### config.mk
export PLATFORM = sky130hd
export DESIGN_NAME = mul_seq_ctrl
export DESIGN_NICKNAME = d
export VERILOG_FILES = /design/src/rtl/mul_seq_ctrl.sv
export SDC_FILE = /design/constraint.sdc
export NUM_CORES = 1
export LEC_CHECK = 0
export ABC_AREA = 1
export BUFFER_PORTS_ARGS = -buffer_cell sky130_fd_sc_hd__buf_2
export CORE_MARGIN = 2
export CORE_UTILIZATION = 45
export CTS_CLUSTER_DIAMETER = 120
export CTS_CLUSTER_SIZE = 28
export DETAILED_ROUTE_END_ITERATION = 16
export PLACE_DENSITY_LB_ADDON = 0.2
export REMOVE_ABC_BUFFERS = 1
export SLEW_MARGIN = 0
export SYNTH_ARGS = -nofsm -noshare
export SYNTH_HDL_FRONTEND = slang
export SYNTH_SLANG_ARGS = --single-unit
### constraint.sdc
create_clock -name clk -period 5.97 [get_ports clk]
set_clock_uncertainty 0.15 [all_clocks]
set_input_delay 1.194 -clock clk [delete_from_list [all_inputs] [get_ports clk]]
set_output_delay 1.194 -clock clk [all_outputs]
set_load 0.01 [all_outputs]
### src/rtl/mul_seq_ctrl.sv
// mul_seq_ctrl: sequential RV32M multiplier (MUL/MULH/MULHSU/MULHU), radix-2 shift-add over one adder

// N-bit adder with carry-in tied low; the only adder the multiplier sequences
module mul_seq_adder #(
    parameter int W = 32
) (
    input  logic [W-1:0] i_a,
    input  logic [W-1:0] i_b,
    output logic [W-1:0] o_sum,
    output logic         o_cout
);
    assign {o_cout, o_sum} = {1'b0, i_a} + {1'b0, i_b};
endmodule

module mul_seq_ctrl #(
    parameter int N  = 32,
    parameter int CW = 6
) (
    input  logic         clk,
    input  logic         rst_n,
    input  logic         i_start_valid,
    output logic         o_start_ready,
    input  logic [1:0]   i_op,
    input  logic [N-1:0] i_rs1,
    input  logic [N-1:0] i_rs2,
    input  logic         i_flush,
    output logic         o_result_valid,
    input  logic         i_result_ready,
    output logic [N-1:0] o_result,
    output logic         o_busy
);
    typedef enum logic [1:0] {IDLE, CALC, FIX, DONE} state_t;

    state_t         r_state, w_next;
    logic [CW-1:0]  r_cnt;
    logic [N-1:0]   r_hi, r_lo, r_mcand, r_result;
    logic [1:0]     r_op;
    logic           r_sign;
    logic           w_accept, w_last;
    logic           w_a_neg, w_b_neg;
    logic [N-1:0]   w_a_mag, w_b_mag, w_addend, w_sum;
    logic           w_cout;
    logic [2*N-1:0] w_prod;

    // A is signed for MULH/MULHSU, B only for MULH; magnitudes stay unsigned so -2^(N-1) fits
    assign w_a_neg  = (i_op == 2'b01 || i_op == 2'b10) && i_rs1[N-1];
    assign w_b_neg  = (i_op == 2'b01) && i_rs2[N-1];
    assign w_a_mag  = w_a_neg ? -i_rs1 : i_rs1;
    assign w_b_mag  = w_b_neg ? -i_rs2 : i_rs2;
    assign w_addend = r_lo[0] ? r_mcand : '0;
    assign w_prod   = r_sign ? -{r_hi, r_lo} : {r_hi, r_lo};
    assign o_result = r_result;

    mul_seq_adder #(.W(N)) u_adder (
        .i_a    (r_hi),
        .i_b    (w_addend),
        .o_sum  (w_sum),
        .o_cout (w_cout)
    );

    // State register
    always_ff @(posedge clk or negedge rst_n) begin
        if (!rst_n) r_state <= IDLE;
        else        r_state <= w_next;
    end

    // Next state and handshake outputs; flush overrides every other transition
    always_comb begin
        w_next         = r_state;
        o_start_ready  = (r_state == IDLE);
        o_result_valid = (r_state == DONE);
        o_busy         = (r_state != IDLE);
        w_accept       = o_start_ready && i_start_valid && !i_flush;
        w_last         = (r_cnt == CW'(N - 1));
        case (r_state)
            IDLE: if (w_accept) w_next = CALC;
            CALC: if (w_last) w_next = FIX;
            FIX:  w_next = DONE;
            DONE: if (i_result_ready) w_next = IDLE;
        endcase
        if (i_flush) w_next = IDLE;
    end

    // Datapath: capture operands, shift-add each CALC cycle, sign-fix and select the half in FIX
    always_ff @(posedge clk or negedge rst_n) begin
        if (!rst_n) begin
            r_cnt    <= '0;
            r_hi     <= '0;
            r_lo     <= '0;
            r_mcand  <= '0;
            r_op     <= '0;
            r_sign   <= 1'b0;
            r_result <= '0;
        end else if (w_accept) begin
            r_op    <= i_op;
            r_mcand <= w_a_mag;
            r_hi    <= '0;
            r_lo    <= w_b_mag;
            r_sign  <= w_a_neg ^ w_b_neg;
            r_cnt   <= '0;
        end else if (!i_flush && r_state == CALC) begin
            {r_hi, r_lo} <= {w_cout, w_sum, r_lo[N-1:1]};
            r_cnt        <= r_cnt + 1'b1;
        end else if (!i_flush && r_state == FIX) begin
            {r_hi, r_lo} <= w_prod;
            r_result     <= (r_op == 2'b00) ? w_prod[N-1:0] : w_prod[2*N-1:N];
        end
    end
endmodule

# Word level (Yosys, flattened, before mapping)
# Cells that the tools add are included.
[totals]
regBits = 139
inputBits = 71
out_inout_bits = 35
word_cells = 58
[op_classes]
add_sub_neg = 5
n_eq_ne = 9
n_mux = 18
bitwise = 3
reduce_logical = 15
[op_table]
columns = ["op", "n"]
rows = [
  ["$mux 32", 10],
  ["$mux 64", 1],
  ["$neg 32->32", 2],
  ["$neg 64->64", 1],
  ["$add 32x32->33", 1],
  ["$mux 6", 2],
  ["$mux 2", 4],
  ["$pmux 2 s4", 1],
  ["$add 6x1->6 const B", 1],
  ["$eq 2x2->1 const B", 3],
  ["$eq 6x5->1 const B", 1],
  ["$logic_and 1x1->1", 6],
  ["$reduce_and 3->1", 2],
  ["$eq 2x1->1 const B", 2],
  ["$logic_not 2->1", 2],
  ["$reduce_bool 2->1", 2],
  ["$ne 3x1->1 const B", 1],
  ["$ne 3x2->1 const B", 1],
  ["$ne 3x3->1 const B", 1],
  ["$reduce_bool 3->1", 1],
  ["$not 1->1", 2],
  ["$logic_not 1->1", 1],
  ["$logic_or 1x1->1", 1],
  ["$xor 1x1->1", 1],
]

# Depth between registers and ports, before layout
# Gate-level depths: netlist (run 1).
[depth]
word_depth = 6
depth_mapped = 19
depth_no_buf = 17

# Modules after synthesis
# Synthesis (run 1) repeated with hierarchy kept, for this count alone.
[unflattened]
hier_cells = 2390
hier_area_um2 = 13656.8
[by_module_without_submodules]
columns = ["mod", "n_inst", "cells_each", "area_each_um2", "seq_area_each_um2"]
rows = [
  ["mul_seq_ctrl", 1, 1885, 11233.3, 3478.3],
  ["mul_seq_adder", 1, 505, 2423.6, 0.0],
]

# Worst setup path before layout (run 1)
# No wires, ideal clock.
[synth_path]
kind = "input-to-reg"
startpoint = "input port i_op[1]"
endpoint = "register r_lo[30]"
setup_ps = 117
arrival_time_ps = 2411
t_required_ps = 5703
slack_ps = 3292
stages = 13
n_path_buf = 1
path_cell_list = "inv_1 -> ha_1 -> nand2_1 -> inv_1 -> buf_2 -> nand2_1 -> nand4_1 -> nor2_1 -> nand3_1 -> nand3_1 -> nand2_1 -> nand2_1 -> nand2_1"
[synth_between]
elab_chain_cells = 4
[synth_rtl]
columns = ["item", "line", "text"]
rows = [
  ["start, declared", "23", "input logic [1:0] i_op,"],
  ["$eq 2x1->1", "47", "assign w_b_neg = (i_op == 2'b01) && i_rs2[N-1];"],
  ["$logic_and 1x1->1", "47", ""],
  ["$mux 32", "49", "assign w_b_mag = w_b_neg ? -i_rs2 : i_rs2;"],
  ["$mux 32", "94", "end else if (w_accept) begin"],
  ["end signal, assigned", "98", "r_lo <= w_b_mag;"],
  ["end signal, assigned", "102", "{r_hi, r_lo} <= {w_cout, w_sum, r_lo[N-1:1]};"],
  ["end signal, assigned", "105", "{r_hi, r_lo} <= w_prod;"],
  ["end, declared", "36", "logic [N-1:0] r_hi, r_lo, r_mcand, r_result;"],
]
# Every way passes these cells.
# A chain may end at the register's enable or synchronous reset.

# Worst setup path in the final report (run 1)
[layout_path]
startpoint = "input port i_op[0]"
endpoint = "register r_lo[28]"
# The elaborated chain is that of the path after synthesis.

==> flow_summary.ini, run 1 <==
[timing]
setup_tns_ns = 0
slew_violations = 0
setup_viol = 0
period_minus_slack_ns = 3.55
fmax_mhz = 282
finalHoldViolations = 0
max_slew.worst_pin.slew_ns = 1.03
finalCritPeriodShare_pct = 59.4
rsz0062_at_grt = no
maxSlewHeadroom_pct = 31.7

[clock_tree]
cts.repair.resized = 0
tritoncts.num_buffers = 17
cts_tree = yes
h-tree-depth = 4
cts_root_buffer = clkbuf_16
clk_pin_slew_ns = 0.06
postCtsSetupBuffers = 0
clockBufferDepth = 2
clkSinkCount = 139
holdBufCountCts = 0
clkLatencyLatePin_ns = 0.45

[critical_path]
crit_path_start = i_op[0]
cp.required_ns = 6.20
r2r-start = r_lo[0]
max_stage_delay_ns = 0.57
r2r_setup_slack_ns = 2.95
crit_top_cell = nand2_1
crit_path_top_delay_cell = inv_1
reg2regPathDepth = 16
path_cells = buf_2 -> ha_1 -> nand2_1 -> inv_1 -> nand2_1 -> nand3_1 -> nor2_1 -> nand3_1 -> nand2_1 -> nand3_1 -> nand2_1 -> nand2_1 -> nand2_1
start_kind = input pin
crit_fanout = 31
worstSetupEndpoint = r_lo[28]
critPathArrivalTime_ns = 3.78
crit_type = input pin to flop
end_kind = flop
reg2reg_to = r_hi[31]

[synthesis]
syn_inst = 2311
ys_top_cells_by_area = dfrtp_1 (26%), nand2_1 (22%), nand3_1 (9.7%)
synth_cell_types = 52
yosysMostFrequentCell = nand2_1
synth_common_cells = nand2_1 (811), inv_1 (316), nand3_1 (262), nor2_1 (246), dfrtp_1 (139)
synth_top_area_cell = dfrtp_1
netlist_area_sq_mm = 0.0136
ys_ff_latch = 139
yosys_warnings = 0
seq_area_frac_synth_pct = 25.6
ys_async_sr_fraction_pct = 100
yosysTopAreaCellShare_pct = 25.6
ys.flop_type = dfrtp_1
synth_edf_count = 0
synth.avg_cell_area_sq_um = 5.88

[pwr]
pwr-share-seq_pct = 24.7
power_switching_mw = 4.11
ir_drop_mv = 0.283
total_leakage_power_nw = 8.17
p_per_area_mw_per_mm2 = 510
power_mw = 7.64
p_int_mw = 3.53
switching_share_pct = 53.8
clock_power_share_pct = 15.6
power_frac_comb_pct = 59.7

[floorplan]
fp.dieW_microns = 178
rows = 63
start_util_pct = 45.7
top_level_ports = 106
core_area_sq_mm = 0.0297
dieArea_sq_mm = 0.0316
die_h_microns = 178

[global_route]
grt_max_degree = 102
grt_pass1_wl_microns = 75700
grt_pass1_vias = 13846
grt.total_usage_pct = 31.0
grt_overflow = 0
antenna_found_initial = 0

[finish]
stdcell_count = 2778
antenna_cells = 0
drive_above_1_share_pct = 9.05
nets = 2488
syn_to_final_growth_pct = 10.3

[route]
vias = 15246
drt_first_iter_violations = 1654
ant_nets = 0
wl_per_cell_microns = 17.2
wl_microns = 47900
first_pass_iters = 6
drc = 0
viasPerCell = 5.49

[placed_design]
dp.cells = 2746
place_congestion = 0.980
hpwl_microns = 36800
numPortBuffers = 105

[job]
cap_viol_max_count = 0

[min_path]
hold_class = flop to flop
holdPathStages = 2
worstHoldStart = o_result[20]

[status]
outcome = completed
final cells by class:
| cell class | count | area (sq um) |
|---|---|---|
| Clock buffer | 17 | 425 |
| Clock inverter | 15 | 211 |
| Fill cell | 3137 | 14700 |
| Inverter | 326 | 1220 |
| Multi-Input combinational cell | 1774 | 8530 |
| Sequential cell | 139 | 3480 |
| Tap cell | 390 | 488 |
| Timing Repair Buffer | 117 | 622 |
metrics by stage:
step / setup WS [ns] / hold WS (ns) / area, sq um / util (%)
6_report: 2.42 / 0.323 / 15000 / 50.4
5_1_grt: 2.22 / 0.350 / 15000 / 50.4
4_1_cts: 2.51 / 0.327 / 15000 / 50.4
3_5_place_dp: 2.06 / 0.310 / 14300 / 48.3
3_3_place_gp: 2.13 / 0.308 / 14300 / 48.3
2_1_floorplan: 0.315 / 0.299 / 13200 / -
worst min-delay path by stage:
stage / endpoint / slack [ns]
finish: o_result[20] / 0.32
floorplan: r_mcand[31] / 0.30
CTS: o_result[22] / 0.33
detailed placement: o_result[2] / 0.31
global placement: o_result[21] / 0.31
global route: o_result[13] / 0.35
critical path, delay by kind of cell:
kind | cells | cell delay (ns)
fa+ha+maj | 1 | 0.20
buf+inv | 2 | 0.68
simple gates | 10 | 1.71
registers in the layout, summed over array words and instances, names as in the netlist:
| name | flops |
|---|---|
| o_result | 32 |
| r_sign | 1 |
| r_state | 2 |
| r_hi | 32 |
| r_lo | 32 |
| r_cnt | 6 |
| r_op | 2 |
| r_mcand | 32 |
power by group through the flow:
stage | combinational (mW) | sequential [mW] | clock, mW
after floorplan | 3.06 | 1.82 | 0
after global placement | 4.41 | 1.88 | 0
after detailed placement | 4.47 | 1.88 | 0
after CTS | 4.49 | 1.87 | 1.20
after global routing | 5.14 | 1.93 | 1.25
final | 4.57 | 1.89 | 1.19
per-layer routing:
layer | GRT usage [%] | up-vias | routed length, microns
li1 | - | 7448 | -
met1 | 46.2 | 7155 | 22600
met2 | 46.4 | 595 | 20500
met3 | 5.89 | 48 | 4130
met4 | 5.74 | 0 | 592
met5 | 0 | - | 0
logic make-up (layout without fill, tap and decap cells):
family	count (synthesis)	in the layout	synth area share, %
AO/OA/AOI/OAI	257	257	10.8
XOR/XNOR	47	47	3.20
adder cells (fa/ha/maj)	42	42	3.92
buffers and inverters	398	475	11.7
flip-flops	139	139	25.6
AND/OR/NAND/NOR	1428	1428	44.8
cells in the final DEF, fill, tap and decap left out, types with 7 or more instances in the layout:
cell type,instances
inv_2,9
nand2_1,810
o21ai_0,116
o21ai_1,20
inv_1,316
nand2_2,7
nor2_1,246
nand4_1,30
dfrtp_1,138
clkbuf_16,17
or2_2,8
xnor2_1,15
nand3_1,261
nor3_1,15
o21bai_1,15
nor2_2,9
nand3b_1,13
a31oi_1,12
ha_1,41
buf_4,12
xor2_1,29
o211ai_1,14
buf_2,104
a21oi_1,58
Note: power is estimated with default switching activity, not from simulation.
==> run 2: changes to the inputs <==
clock period = 3.28 ns   (was 5.97 ns; I/O delays follow)
==> run 2 against run 1 <==
  * Core utilization increased by 0.16 points
  * Via count decreased by 1.6%
  * Non-clock buffer count increased by 8
  * Global-route usage decreased by 0.53 points
  * Sequential share of layout area decreased by 0.075 points
  * Largest power group unchanged
==> flow_summary.ini, run 2 (synthesized netlist as in run 1, its figures left out) <==
[placed_design]
place_congestion = 0.995
numPortBuffers = 105
place_ws_ns = 0.552
hpwl_microns = 36900
dp.cells = 2753
dpl_cell_area_sq_mm = 0.0144

[timing]
finalHoldViolations = 0
slew_violations = 0
setup_viol = 0
rsz0062_at_grt = no
max_slew.worst_pin.slew_ns = 0.931
maxSlewHeadroom_pct = 37.9
fmax_mhz = 357
worst_slack_ns = 0.478
finalCritPeriodShare_pct = 85.4
hold_ws_ns = 0.282
period_minus_slack_ns = 2.80

[critical_path]
end_kind = flop
start_kind = flop
max_stage_delay_ns = 0.41
crit_fanout = 31
r2r-start = r_lo[0]
reg2reg_to = r_hi[28]
critPathTopFamily = simple AND/OR/NAND/NOR gates
cp.required_ns = 3.46
path_cells = buf_4 -> nand2_1 -> inv_1 -> ha_1 -> nand2_1 -> inv_1 -> nand2_1 -> nor3_1 -> nand2_1 -> nand2_1 -> nand2_1 -> nand3_1 -> nand3_1 -> nand3_1 -> nand2_1
crit_type = flop to flop
reg2regPathDepth = 15
critPathBufInv = 3
crit_top_cell = nand2_1
r2r_setup_slack_ns = 0.48
crit_path_top_delay_cell = dfrtp_1
critPathArrivalTime_ns = 2.98

[finish]
antenna_cells = 0
drive_above_1_share_pct = 9.22
nets = 2496
most-common-layout-cells = nand2_1 (810), inv_1 (316), nand3_1 (261)
stdcell_count = 2786
utilization_pct = 50.6
fin_area_sq_mm = 0.0150
final_common_cell = nand2_1
syn_to_final_growth_pct = 10.7

[floorplan]
die_h_microns = 178
top_level_ports = 106
core_area_sq_mm = 0.0297
start_util_pct = 45.7
dieArea_sq_mm = 0.0316
fp.dieW_microns = 178
rows = 63

[route]
wl_microns = 47000
wl_per_cell_microns = 16.9
ant_nets = 0
viasPerCell = 5.39
drt_first_iter_violations = 1550
drc = 0
vias = 15009
first_pass_iters = 6

[pwr]
p_per_area_mw_per_mm2 = 914
clock_power_share_pct = 14.4
p_int_mw = 6.31
power_switching_mw = 7.42
pwr-share-seq_pct = 25.3
switching_share_pct = 54.0
total_leakage_power_nw = 8.20
ir_drop_mv = 0.553
power_frac_comb_pct = 60.3

[job]
cap_viol_max_count = 0

[clock_tree]
clk_pin_slew_ns = 0.07
h-tree-depth = 4
clkSinkCount = 139
tritoncts.num_buffers = 17
clockBufferDepth = 2
cts.repair.resized = 0
clkLatencyLatePin_ns = 0.45
cts_root_buffer = clkbuf_16
cts_tree = yes

[global_route]
grt_pass1_vias = 13759
antenna_found_initial = 0
grt.total_usage_pct = 30.4
grt_overflow = 0
grt_max_degree = 102
grt_pass1_wl_microns = 74100

[min_path]
worstHoldStart = i_op[0]
hold_class = input pin to flop
holdPathStages = 3
min_to = r_op[0]

[status]
outcome = completed
run 2: final cells by class:
| type | instances | area [sq um] |
|---|---|---|
| clock inverters | 12 | 139 |
| repair buffers | 125 | 722 |
| inverters | 326 | 1220 |
| flip-flops and latches | 139 | 3480 |
| clock buffers | 20 | 447 |
| well taps | 390 | 488 |
| multi-input cells | 1774 | 8530 |
| fillers | 3196 | 14700 |
run 2: worst max path at each step:
stage | cells after the start | from | slack [ns] | to
finish | 15 | r_lo[0] | 0.48 | r_hi[28]
global route | 16 | r_lo[0] | 0.20 | r_hi[28]
CTS | 14 | r_lo[0] | 0.52 | r_hi[23]
detailed placement | 14 | r_lo[0] | 0.55 | r_hi[23]
global placement | 15 | r_lo[0] | 0.55 | r_hi[28]
floorplan | 11 | r_state[0] | -1.85 | o_result[12]
run 2: power by group through the flow:
stage	Combinational (mW)	Sequential (mW)	Clock (mW)
2_1_floorplan	5.57	3.31	0
3_3_place_gp	8.06	3.48	0
3_5_place_dp	8.12	3.48	0
4_1_cts	8.16	3.46	2.01
5_1_grt	9.34	3.55	2.08
6_report	8.28	3.48	1.97
run 2: what timing repair did:
item                                   CTS  global route
endpoints found under the hold margin   18             0
setup endpoints to repair                0             0
hold buffers                             1             0
setup buffers                            0             0
run 2: tightest hold or removal path: cells and delay by family:
kind          cells  cell delay (ns)
buf+inv           1             0.09
simple gates      2             0.09
run 2: metrics by stage:
step | TNS [ns] | total power [mW]
floorplan | -155.23 | 8.88
global placement | 0 | 11.5
detailed placement | 0 | 11.6
CTS | 0 | 13.6
global route | 0 | 15.0
finish | 0 | 13.7
run 2: metal layers:
metal	GRT usage, %	wire (microns)
met4	6.63	675
met1	45.2	22400
met5	0	0
met2	45.5	20000
met3	5.78	3940
